$ cat src/rtl/instruction_issuer.sv
// Host-side front end: buffers host instruction words, issues one per cycle to the
// MasterController, and returns {read instruction, dataOut} for every read.
// Optional build macro ISSUER_STATS_EN adds issuedCount/readCount statistics outputs.
module instruction_issuer #(
    parameter int depth     = 2,
    parameter int W         = 8,
    parameter int FIFO_LOG2 = 3,
    parameter int READ_LAT  = 1,
    localparam int D         = 1 << depth,
    localparam int INS_W     = (2 > depth) ? 2 : depth,
    localparam int INS_D     = (D > W) ? D : W,
    localparam int INS_WIDTH = 4 + 2 + 2 * INS_W + INS_D
) (
    input  logic                   CLK,
    input  logic                   RST_N,
    input  logic                   insValid,
    input  logic [INS_WIDTH-1:0]   insData,
    output logic                   insReady,
    output logic [INS_WIDTH-1:0]   instruction,
    input  logic [W-1:0]           dataOut,
    output logic                   rdValid,
    output logic [INS_WIDTH+W-1:0] rdData,
    input  logic                   rdReady,
    output logic                   busy
`ifdef ISSUER_STATS_EN
    ,
    output logic [15:0]            issuedCount,
    output logic [15:0]            readCount
`endif
);

    // Both streams: a word transfers on a rising CLK edge where valid && ready are both
    // high; valid never depends on ready, and ready here depends only on registered counts.

    localparam int CW = FIFO_LOG2 + 1;
    localparam logic [CW-1:0] SLOTS = CW'(1 << FIFO_LOG2);
    localparam logic [CW:0] SLOTS_EXT = (CW + 1)'(1 << FIFO_LOG2);
    localparam logic [3:0] OP_READ = 4'b0011;

    typedef enum logic [1:0] {
        IDLE  = 2'd0,
        ISSUE = 2'd1,
        STALL = 2'd2
    } stateT;

    stateT state, stateNext;

    logic [INS_WIDTH-1:0] insMem [1 << FIFO_LOG2];
    logic [FIFO_LOG2-1:0] insWrPtr, insRdPtr;
    logic [CW-1:0]        insCount;
    logic                 insEmpty, insPush, insPop;
    logic [INS_WIDTH-1:0] insHead;
    logic                 headIsRead;

    logic [INS_WIDTH+W-1:0] resMem [1 << FIFO_LOG2];
    logic [FIFO_LOG2-1:0]   resWrPtr, resRdPtr;
    logic [CW-1:0]          resCount;
    logic                   resPush, resPop;

    logic [READ_LAT-1:0]  tagValid;
    logic [INS_WIDTH-1:0] tagIns [READ_LAT];
    logic [CW-1:0]        pendingReads;

    logic [CW:0] creditSum;
    logic        creditOk, doIssue, issueRead;

    assign insEmpty   = (insCount == '0);
    assign insReady   = (insCount != SLOTS);
    assign insPush    = insValid && insReady;
    assign insHead    = insMem[insRdPtr];
    assign headIsRead = (insHead[INS_WIDTH-1 -: 4] == OP_READ);

    // Credit counts reads already buffered plus reads still in flight, from registered state.
    assign creditSum = {1'b0, resCount} + {1'b0, pendingReads};
    assign creditOk  = (creditSum < SLOTS_EXT);

    assign doIssue   = !insEmpty && (state != STALL) && (!headIsRead || creditOk);
    assign issueRead = doIssue && headIsRead;
    assign insPop    = doIssue;

    assign rdValid = (resCount != '0);
    assign resPop  = rdValid && rdReady;
    assign resPush = tagValid[READ_LAT-1];
    assign rdData  = rdValid ? resMem[resRdPtr] : '0;
    assign busy    = (state != IDLE);

    always_comb begin
        stateNext = state;
        case (state)
            IDLE: begin
                if (!insEmpty) stateNext = (headIsRead && !creditOk) ? STALL : ISSUE;
            end
            ISSUE: begin
                if (!insEmpty && headIsRead && !creditOk)  stateNext = STALL;
                else if (insEmpty && pendingReads == '0)  stateNext = IDLE;
            end
            STALL: begin
                if (creditOk) stateNext = ISSUE;
            end
            default: stateNext = IDLE;
        endcase
    end

    always_ff @(posedge CLK or negedge RST_N) begin
        if (!RST_N) begin
            state        <= IDLE;
            instruction  <= '0;
            insWrPtr     <= '0;
            insRdPtr     <= '0;
            insCount     <= '0;
            resWrPtr     <= '0;
            resRdPtr     <= '0;
            resCount     <= '0;
            pendingReads <= '0;
        end else begin
            state       <= stateNext;
            instruction <= doIssue ? insHead : '0;
            if (insPush) insWrPtr <= insWrPtr + 1'b1;
            if (insPop)  insRdPtr <= insRdPtr + 1'b1;
            insCount <= insCount + CW'(insPush) - CW'(insPop);
            if (resPush) resWrPtr <= resWrPtr + 1'b1;
            if (resPop)  resRdPtr <= resRdPtr + 1'b1;
            resCount     <= resCount + CW'(resPush) - CW'(resPop);
            pendingReads <= pendingReads + CW'(issueRead) - CW'(resPush);
        end
    end

    // The tag pipeline runs alongside the instruction register; its last stage marks the
    // cycle in which dataOut belongs to that read.
    always_ff @(posedge CLK or negedge RST_N) begin
        if (!RST_N) begin
            tagValid <= '0;
            for (int k = 0; k < READ_LAT; k++) tagIns[k] <= '0;
        end else begin
            tagValid[0] <= issueRead;
            tagIns[0]   <= insHead;
            for (int k = 1; k < READ_LAT; k++) begin
                tagValid[k] <= tagValid[k-1];
                tagIns[k]   <= tagIns[k-1];
            end
        end
    end

    always_ff @(posedge CLK) begin
        if (insPush) insMem[insWrPtr] <= insData;
        if (resPush) resMem[resWrPtr] <= {tagIns[READ_LAT-1], dataOut};
    end

`ifdef ISSUER_STATS_EN
    always_ff @(posedge CLK or negedge RST_N) begin
        if (!RST_N) begin
            issuedCount <= '0;
            readCount   <= '0;
        end else begin
            issuedCount <= issuedCount + 16'(doIssue);
            readCount   <= readCount + 16'(issueRead);
        end
    end
`endif

endmodule

$ cat config.mk
export PLATFORM = sky130hd
export DESIGN_NAME = instruction_issuer
export DESIGN_NICKNAME = d
export VERILOG_FILES = /design/src/rtl/instruction_issuer.sv
export SDC_FILE = /design/constraint.sdc
export NUM_CORES = 1
export LEC_CHECK = 0
export ABC_AREA = 1
export CAP_MARGIN = 25
export CORE_UTILIZATION = 60
export DETAILED_ROUTE_END_ITERATION = 8
export PLACE_DENSITY = 0.76
export SKIP_LAST_GASP = 1
export SYNTH_ARGS = -nofsm -noshare
export SYNTH_HDL_FRONTEND = slang
export SYNTH_SLANG_ARGS = --single-unit
$ cat constraint.sdc
create_clock -name CLK -period 5.7 [get_ports CLK]
set_input_delay 1.71 -clock CLK [delete_from_list [all_inputs] [get_ports CLK]]
set_output_delay 1.71 -clock CLK [all_outputs]
set_load 0.1 [all_outputs]
======== Word level (Yosys, flattened, before mapping) ========
Memories as Yosys holds them, arrays and structs flattened.
Index checks and enable logic that the tools add are counted.
word-level totals
  register bits after elaboration ......... 63
  RAM bits ................................ 352
  input port bits ......................... 30
  memories ................................ 2
operators by class
  add/sub/neg operators ................... 11
  order comparisons ....................... 1
  equal/unequal tests ..................... 8
  mux-type cells .......................... 12
  reduce and logical (&&, ||, !) cells .... 19
memories
  memory  depth  bits a word  rd ports  clocked after memory_dff  write ports  line  text
  resMem  8      26           1         0                         1            55    logic [INS_WIDTH+W-1:0] resMem [1 << FIFO_LOG2];
  insMem  8      18           1         0                         1            48    logic [INS_WIDTH-1:0] insMem [1 << FIFO_LOG2];
operators by type and width
  kind                 number
  $mux 26              1
  $mux 18              1
  $add 3x1->3 const B  4
  $add 4x1->4          3
  $sub 4x1->4          3
  $mux 2               5
  $logic_and 1x1->1    9
  $logic_not 4->1      2
  $ne 2x2->1 const B   3
  $pmux 2 s3           1
  $add 4x4->5          1
  $lt 5x4->1 const B   1
  $eq 4x2->1 const B   1
  $mux 1               4
  $ne 4x4->1 const B   1
  $reduce_bool 4->1    1
  $logic_not 1->1      3
  $ne 3x3->1 const B   1
  $reduce_and 3->1     1
  $eq 2x1->1 const B   1
  $eq 2x2->1 const B   1
  $logic_not 2->1      1
  $reduce_bool 2->1    1
  $logic_or 1x1->1     1

======== Depth between registers and ports, before layout ========
Gate-level depths: netlist (run 1).
An unclocked memory read counts as a cell.
  depth after elaboration ................. 8
  gate-level depth with buffers ........... 19
  mapped depth without buffers ............ 18

======== Worst setup path after synthesis (run 1) ========
OpenSTA, ideal clock, no wires.
  kind .................................... reg-to-output
  start ................................... register resCount[2]
  end ..................................... output port rdData[16]
  arrival time ............................ 3.584 ns
  required time ........................... 3.990 ns
  slack ................................... 0.406 ns
  cell stages (with the launch flop) ...... 9
  buffers on the path ..................... 1
  cell sequence ........................... dfrtp_1 > inv_1 > ha_1 > nand2_1 > nor2_1 > inv_1 > clkbuf_1 > o21ai_0 > a31oi_1
between the ends
  word-level cells in the longest chain between the ends .. 2
ends and longest elaborated chain
  what                    line  text
  start, declared         57    logic [CW-1:0] resCount;
  start signal, assigned  123   resCount <= resCount + CW'(resPush) - CW'(resPop);
  $reduce_bool 4->1       81    assign rdValid = (resCount != '0);
  named net rdValid       21    output logic rdValid,
  $mux 26                 84    assign rdData = rdValid ? resMem[resRdPtr] : '0;
  end, declared           22    output logic [INS_WIDTH+W-1:0] rdData,
The timed path passes the listed nets, and every way through them passes these cells.

======== Worst setup path after layout (run 1) ========
  start ................................... register resCount[2]
  end ..................................... output port rdValid
between the ends
  word-level cells in the longest chain between the ends .. 1
ends and longest elaborated chain
  what               line
  $reduce_bool 4->1  81
  end, declared      21
Every way passes these cells.

==> results.txt, run 1 <==
----------------------------------------------------
[Synthesis]
  Sequential fraction of the synthesis area ... 0.742
  Gate Count Post-Synth ... 1,284
  Netlist cell types ... 32
  Async S/R FF share, synth ... 0.152
  Commonest cells in the netlist ... sky130_fd_sc_hd__edfxtp_1 (352), sky130_fd_sc_hd__nor2_1 (234), sky130_fd_sc_hd__o21ai_0 (189)
  Share of the synthesized area in the top cell type ... 0.646
  Synth Register Bits ... 415
  Largest area contributor in the netlist ... sky130_fd_sc_hd__edfxtp_1
  Yosys Warn Count ... 0
  Mapped Nets ... 1,340
  Top flip-flop cell by instance count after synthesis ... sky130_fd_sc_hd__edfxtp_1
  Post-Synthesis Cell Area ... 16,400 um2
  Number of enable flip-flop cells after synthesis ... 352
  Most frequent cell after synthesis ... sky130_fd_sc_hd__edfxtp_1
  Post-synthesis average cell area ... 12.8 um2
  Most area-consuming cells after synthesis ... sky130_fd_sc_hd__edfxtp_1 (65%), sky130_fd_sc_hd__dfrtp_1 (9.6%), sky130_fd_sc_hd__o21ai_0 (5.8%)

[CTS]
  Post-CTS clock slew at the launch and capture registers of the worst setup and hold paths ... 0.06 ns
  Number of buffers added to fix hold violations after cts ... 0
  Deepest clock path buffer count ... 3
  CTS root buf ... sky130_fd_sc_hd__clkbuf_16
  Latest clock arrival within the worst-skew pair ... between 0.5 and 0.6 ns
  Post CTS Setup Buffer Count ... 0
  Max H-tree Level ... 2
  CTS Buf Count ... between 40 and 50
  Post-CTS resize count ... 0
  Clock sinks ... 415
  TritonCTS clock tree ... done

[Die]
  Die Ht ... between 150 and 200 um
  Floorplan die area ... 28,000 um2
  Initial cell density of the core ... 0.609
  Die extent in x ... 167 um
  Placeable core area ... between 20,000 and 30,000 um2
  # rows ... 60
  I/O pin count ... between 70 and 80

[STA]
  Slew of the pin with the lowest slew margin ... about 1.1 ns
  Achievable frequency ... 221 MHz
  Final slew viol count ... 0
  Final Hold Vio Count ... 0
  Worst clock skew on the final layout ... 0.0153 ns
  Final Setup Violations ... 0
  Headroom to the max-slew limit ... 0.288
  Aggregate negative setup slack ... 0 ns
  Setup repair after global routing missed its margin ... no
  Final worst path period share ... 0.794
  Final critical-path required period ... around 4.5 ns

[Global routing]
  Initial antenna violation count ... 0
  Largest net degree at the start of global routing ... 106
  Remaining Overflow, GRT ... 0
  Met1 Use GR ... 0.321
  Global-route met3 utilization ... 0.0347
  Vias in the first global route ... 10,000
  Global-route total usage across every layer ... 0.248
  Wire length of the first global-routing pass ... roughly 53,000 um
  Met2 track demand over resource ... 0.431
  Most congested layer reported by global routing ... met2

[Critical path]
  Category of the worst setup path capture point ... output pin
  Largest incremental delay on the critical path ... between 1 and 1.5 ns
  Critical path's slowest cell ... sky130_fd_sc_hd__clkdlybuf4s50_1
  CP dominant cell by count ... sky130_fd_sc_hd__inv_1
  Worst setup SP type ... flop
  Data required time of the worst path ... roughly 4.0 ns
  Critical path, cell by cell ... inv_1 -> ha_1 -> nand2_1 -> nor2_1 -> inv_1 -> buf_4 -> clkdlybuf4s50_1
  Type of the worst setup path ... reg2out
  Kind of cell adding the most delay to the critical path ... buffers and inverters
  Critical path data arrival time ... 2.82 ns
  Critical-path maximum fanout ... 28
  Buffers and inverters on the worst path ... 4

[Min path]
  Worst min-delay path category ... reg2reg

[Drt]
  Residual DRC ... 0
  Vias per cell ... 5.82
  DRT iter0 DRCs ... 874
  First-pass DRT Iterations ... 5
  Total number of vias ... 10,100
  Average wire per standard cell ... 19.6 um
  Detailed-route wire length ... 34,200 um
  Residual antenna-violating net count after detailed routing ... 0

[Flow run]
  Max Cap Violations ... 0

[Finish]
  # fillers ... approximately 1,700
  Multi-input combinational cell area ... 3640 um2
  Layout cell share with drive strength beyond 1 ... 0.110
  Sequential cell area in the final layout ... 12,100 um2
  Layout Nets ... roughly 1,400
  # diodes ... 0
  Area grow syn2layout ... 16.7%

[Outcome]
  Outcome ... finished clean

[Placed design]
  Sum of net half-perimeters after detailed placement ... 19,000 um
  Placer Congestion ... roughly 0.80
  Number of buffer cells added on primary ports ... between 70 and 80

----------------------------------------------------
[layout by cell type (no fill, tap or decap), types with 3 or more instances in the layout]
cell type and n:
sky130_fd_sc_hd__edfxtp_1 352, sky130_fd_sc_hd__nor2_1 226, sky130_fd_sc_hd__o21ai_0 189, sky130_fd_sc_hd__nand2_1 122, sky130_fd_sc_hd__inv_1 67, sky130_fd_sc_hd__dfrtp_1 61, sky130_fd_sc_hd__o22ai_1 54, sky130_fd_sc_hd__clkdlybuf4s50_1 49
sky130_fd_sc_hd__clkbuf_16 43, sky130_fd_sc_hd__nand3_1 28, sky130_fd_sc_hd__buf_12 28, sky130_fd_sc_hd__buf_4 28, sky130_fd_sc_hd__a31oi_1 26, sky130_fd_sc_hd__ha_1 23, sky130_fd_sc_hd__a21oi_1 12, sky130_fd_sc_hd__nor2_2 10
sky130_fd_sc_hd__clkbuf_1 10, sky130_fd_sc_hd__clkinv_1 9, sky130_fd_sc_hd__nand2_2 8, sky130_fd_sc_hd__a21oi_2 8, sky130_fd_sc_hd__clkinv_2 8, sky130_fd_sc_hd__xnor2_1 5, sky130_fd_sc_hd__xor2_1 5, sky130_fd_sc_hd__clkbuf_8 4
sky130_fd_sc_hd__fa_1 3
[cell type report]
class,instances,share of cell area
Inverter,73,0.0147
Multi-Input combinational cell,728,0.191
Timing Repair Buffer,107,0.0677
Sequential cell,415,0.636
Tap cell,341,0.0223
Clock buffer,57,0.0612
Clock inverter,19,0.00766
[worst reg2reg max path: cells and delay by family (launching register included)]
kind / cells / cell delay [ns]
buf+inv: 6 / 1.51
simple gates: 9 / 0.94
fa+ha+maj: 3 / 0.79
flops: 1 / 0.35
xor+xnor: 1 / 0.13
[per-stage QoR]
step | instances | worst slack [ns] | cell area [um2] | utilization | hold WS (ns)
3_5_place_dp | 1662 | 1.64 | 17700 | 0.660 | 0.506
2_1_floorplan | 1284 | 0.406 | 16400 | - | 0.478
5_1_grt | 1740 | 0.996 | 19100 | 0.711 | 0.556
6_report | 1740 | 1.17 | 19100 | 0.711 | 0.514
3_3_place_gp | 1662 | 1.72 | 17700 | 0.660 | 0.497
4_1_cts | 1738 | 1.05 | 19100 | 0.709 | 0.519
[registers in the layout, indices dropped and copies added (netlist names), 3 cells and up]
| name | cells |
|---|---|
| resMem | 208 |
| resWrPtr | 3 |
| insWrPtr | 3 |
| instruction | 18 |
| resCount | 4 |
| resRdPtr | 3 |
| insCount | 4 |
| pendingReads | 4 |
| tagIns | 18 |
| insMem | 144 |
| insRdPtr | 3 |
[logic make-up (layout without fill, tap and decap cells)]
group	count (synthesis)	after routing	synth area share
DFF	415	415	0.742
and+or+nand+nor	398	398	0.0958
AOI/OAI and AO/OA	293	293	0.0980
buffers and inverters	141	256	0.0368
adders and majority gates	26	26	0.0212
xor gates and xnor gates	11	11	0.00634
[layer usage]
metal  vias to the layer above  routed length (um)
met5                         -                   0
met1                      4919               13700
met3                        78                2250
met2                       415               17300
li1                       4711                   -
met4                         0                 982
[worst paths after layout]
path | from | to | slack, ns | depth (start not counted)
worst min register to register | insCount[0] | insCount[0] | 0.51 | 1
max in group asynchronous | RST_N | insRdPtr[0] | 3.84 | 3
worst max register to register | insRdPtr[1] | pendingReads[2] | 1.86 | 19
min in group asynchronous | RST_N | insWrPtr[0] | 1.03 | 1
worst max-delay path | resCount[2] | rdValid | 1.17 | 7
worst min-delay path | insCount[0] | insCount[0] | 0.51 | 1
Power of run 1 is not shown: default switching activity piles up to over one toggle a cycle in this logic, so the estimate is an artifact.
==> run 2, diff against run 1 <==
--- a/config.mk
+++ b/config.mk
@@ -7,9 +7,9 @@
 export LEC_CHECK = 0
 export ABC_AREA = 1
 export CAP_MARGIN = 25
-export CORE_UTILIZATION = 60
+export CORE_UTILIZATION = 54
 export DETAILED_ROUTE_END_ITERATION = 8
-export PLACE_DENSITY = 0.76
+export PLACE_DENSITY = 0.72
 export SKIP_LAST_GASP = 1
 export SYNTH_ARGS = -nofsm -noshare
 export SYNTH_HDL_FRONTEND = slang
==> constraint.sdc (replaced) <==
create_clock -name CLK -period 3.7 [get_ports CLK]
set_input_delay 1.11 -clock CLK [delete_from_list [all_inputs] [get_ports CLK]]
set_output_delay 1.11 -clock CLK [all_outputs]
set_load 0.1 [all_outputs]
==> run 2 against run 1 <==
Against the previous run:
- clock-buffer cell count is 6 higher
- utilization down 6.0 points
- non-clock buffer count grew 6
- register-to-register slack got worse by 1.1 ns
- clock skew barely moved
- global-route usage fell by 2.9 points
- via count down 1.2%
- cell count is 3.1% higher
- cell area up 1.3%
- sequential share of layout area shrank 0.81 points
- setup slack worse by 0.95 ns
- routed wire length fell by 3.3%
- highest routed layer unchanged
==> results.txt, run 2 (synthesized netlist as in run 1, its figures left out) <==
----------------------------------------------------
[Outcome]
  Outcome ... finished clean

[Finish]
  Biggest register ... resMem
  Post-route cell area ... 19,400 um2
  Largest register FFs ... ~210
  Leading cell type in the layout, fill and taps excluded ... sky130_fd_sc_hd__edfxtp_1
  Largest registers ranked by flip-flop count ... resMem (208), insMem (144)
  Commonest cells after routing, fill and taps aside ... sky130_fd_sc_hd__edfxtp_1 (352), sky130_fd_sc_hd__nor2_1 (226), sky130_fd_sc_hd__o21ai_0 (189), sky130_fd_sc_hd__nand2_1 (122), sky130_fd_sc_hd__inv_1 (67)
  Layout Nets ... 1,428
  Area grow syn2layout ... 18.2%
  # diodes ... 0
  Layout cell share with drive strength beyond 1 ... 0.145

[STA]
  Worst clock skew on the final layout ... 0.0149 ns
  Final slew viol count ... 0
  Final critical-path required period ... ~3.5 ns
  Achievable frequency ... 288 MHz
  Aggregate negative setup slack ... 0 ns
  Final worst path period share ... 0.939
  Headroom to the max-slew limit ... 0.525
  Slew of the pin with the lowest slew margin ... 0.713 ns
  Setup repair after global routing missed its margin ... no
  Final Setup Violations ... 0
  Final Hold Vio Count ... 0

[Placed design]
  Placer Congestion ... 0.789
  Placement Cell Area ... 18,100 um2
  Sum of net half-perimeters after detailed placement ... 18,500 um
  Number of buffer cells added on primary ports ... 76

[Drt]
  Residual antenna-violating net count after detailed routing ... 0
  Total number of vias ... 9,998
  First-pass DRT Iterations ... 5
  Vias per cell ... approximately 5.6
  Average wire per standard cell ... between 15 and 20 um
  Residual DRC ... 0
  Detailed-route wire length ... 33,100 um
  DRT iter0 DRCs ... 719

[Die]
  Die extent in x ... 176 um
  I/O pin count ... 77
  Placeable core area ... 29,700 um2
  Die Ht ... ~180 um
  Initial cell density of the core ... 0.551
  Floorplan die area ... 31,000 um2
  # rows ... 63

[Critical path]
  Critical path data arrival time ... around 2.4 ns
  Data required time of the worst path ... 2.59 ns
  Critical-path maximum fanout ... 28
  Category of the worst setup path capture point ... output pin
  Worst setup SP type ... flop
  Type of the worst setup path ... reg2out

[Flow run]
  Max Cap Violations ... 0

[CTS]
  Latest clock arrival within the worst-skew pair ... 0.54 ns
  CTS root buf ... sky130_fd_sc_hd__clkbuf_16
  Clock sinks ... 415
  CTS Buf Count ... 41
  Post-CTS clock slew at the launch and capture registers of the worst setup and hold paths ... 0.06 ns
  TritonCTS clock tree ... done
  Max H-tree Level ... 2
  Number of buffers added to fix hold violations after cts ... 0
  Deepest clock path buffer count ... 3

[Global routing]
  Wire length of the first global-routing pass ... 51,800 um
  Vias in the first global route ... 9,703
  Global-route total usage across every layer ... 0.218
  Largest net degree at the start of global routing ... 57
  Initial antenna violation count ... 0
  Remaining Overflow, GRT ... 0

[Min path]
  Worst min-delay path category ... in2async

----------------------------------------------------
## run 2: cell count changes in the layout (fill, tap and decap cells not counted), sizes merged
cell           before  now
buf                58   85
clkdlybuf4s50      49   28
clkbuf             57   63
clkinv             17   13
bufinv              2    0
clkinvlp            2    0
inv                71   72
## run 2: worst max-delay path, stage by stage, from the launching register on
cell	delay (ns)
sky130_fd_sc_hd__dfrtp_1	0.36
sky130_fd_sc_hd__inv_1	0.07
sky130_fd_sc_hd__ha_1	0.19
sky130_fd_sc_hd__nand2_1	0.06
sky130_fd_sc_hd__nor2_1	0.04
sky130_fd_sc_hd__inv_1	0.05
sky130_fd_sc_hd__buf_4	0.33
sky130_fd_sc_hd__o21ai_0	0.24
sky130_fd_sc_hd__a31oi_4	0.29
sky130_fd_sc_hd__buf_12	0.21
## run 2: timing repair
item / in CTS / in global routing
endpoints found under the setup margin: 0 / 1
buffers inserted: 0 / 0
gates resized for setup: 0 / 1
## run 2: area by class of cell
class | count | area, um2
flip-flops and latches | 415 | 12100
fillers | 2075 | 10400
multi-input cells | 728 | 3880
repair buffers | 113 | 1280
clock buffers | 63 | 1190
well taps | 390 | 488
inverters | 73 | 282
clock inverters | 12 | 80.1
## run 2: metal layers
layer  vias to the layer above  routed length, um  global-route usage
li1                       4730                  -                   -
met1                      4870              13400               0.278
met2                       330              16900               0.380
met3                        68               1910              0.0332
met4                         0                875              0.0801
met5                         -                  0                   0
## run 2: worst paths after layout
path / from / end / slack, ns / depth (start not counted)
worst max-delay path: resCount[2] / rdData[21] / 0.23 / 9
worst min-delay path: RST_N / insWrPtr[0] / 0.42 / 1
worst max register to register: insRdPtr[0] / insCount[2] / 0.75 / 16
worst min register to register: insWrPtr[0] / insWrPtr[0] / 0.54 / 2
max in group asynchronous: RST_N / insRdPtr[0] / 2.28 / 2
min in group CLK: insWrPtr[0] / insWrPtr[0] / 0.54 / 2
## run 2: through the flow
stage	utilization	worst slack (ns)	hold WS, ns	instances
floorplan	-	0.319	0.478	1284
global placement	0.608	0.745	0.520	1719
detailed placement	0.608	0.725	0.527	1719
CTS	0.651	0.110	0.406	1794
global route	0.651	0.0941	0.412	1794
finish	0.651	0.225	0.420	1794
Power of run 2 is left out for the same reason.
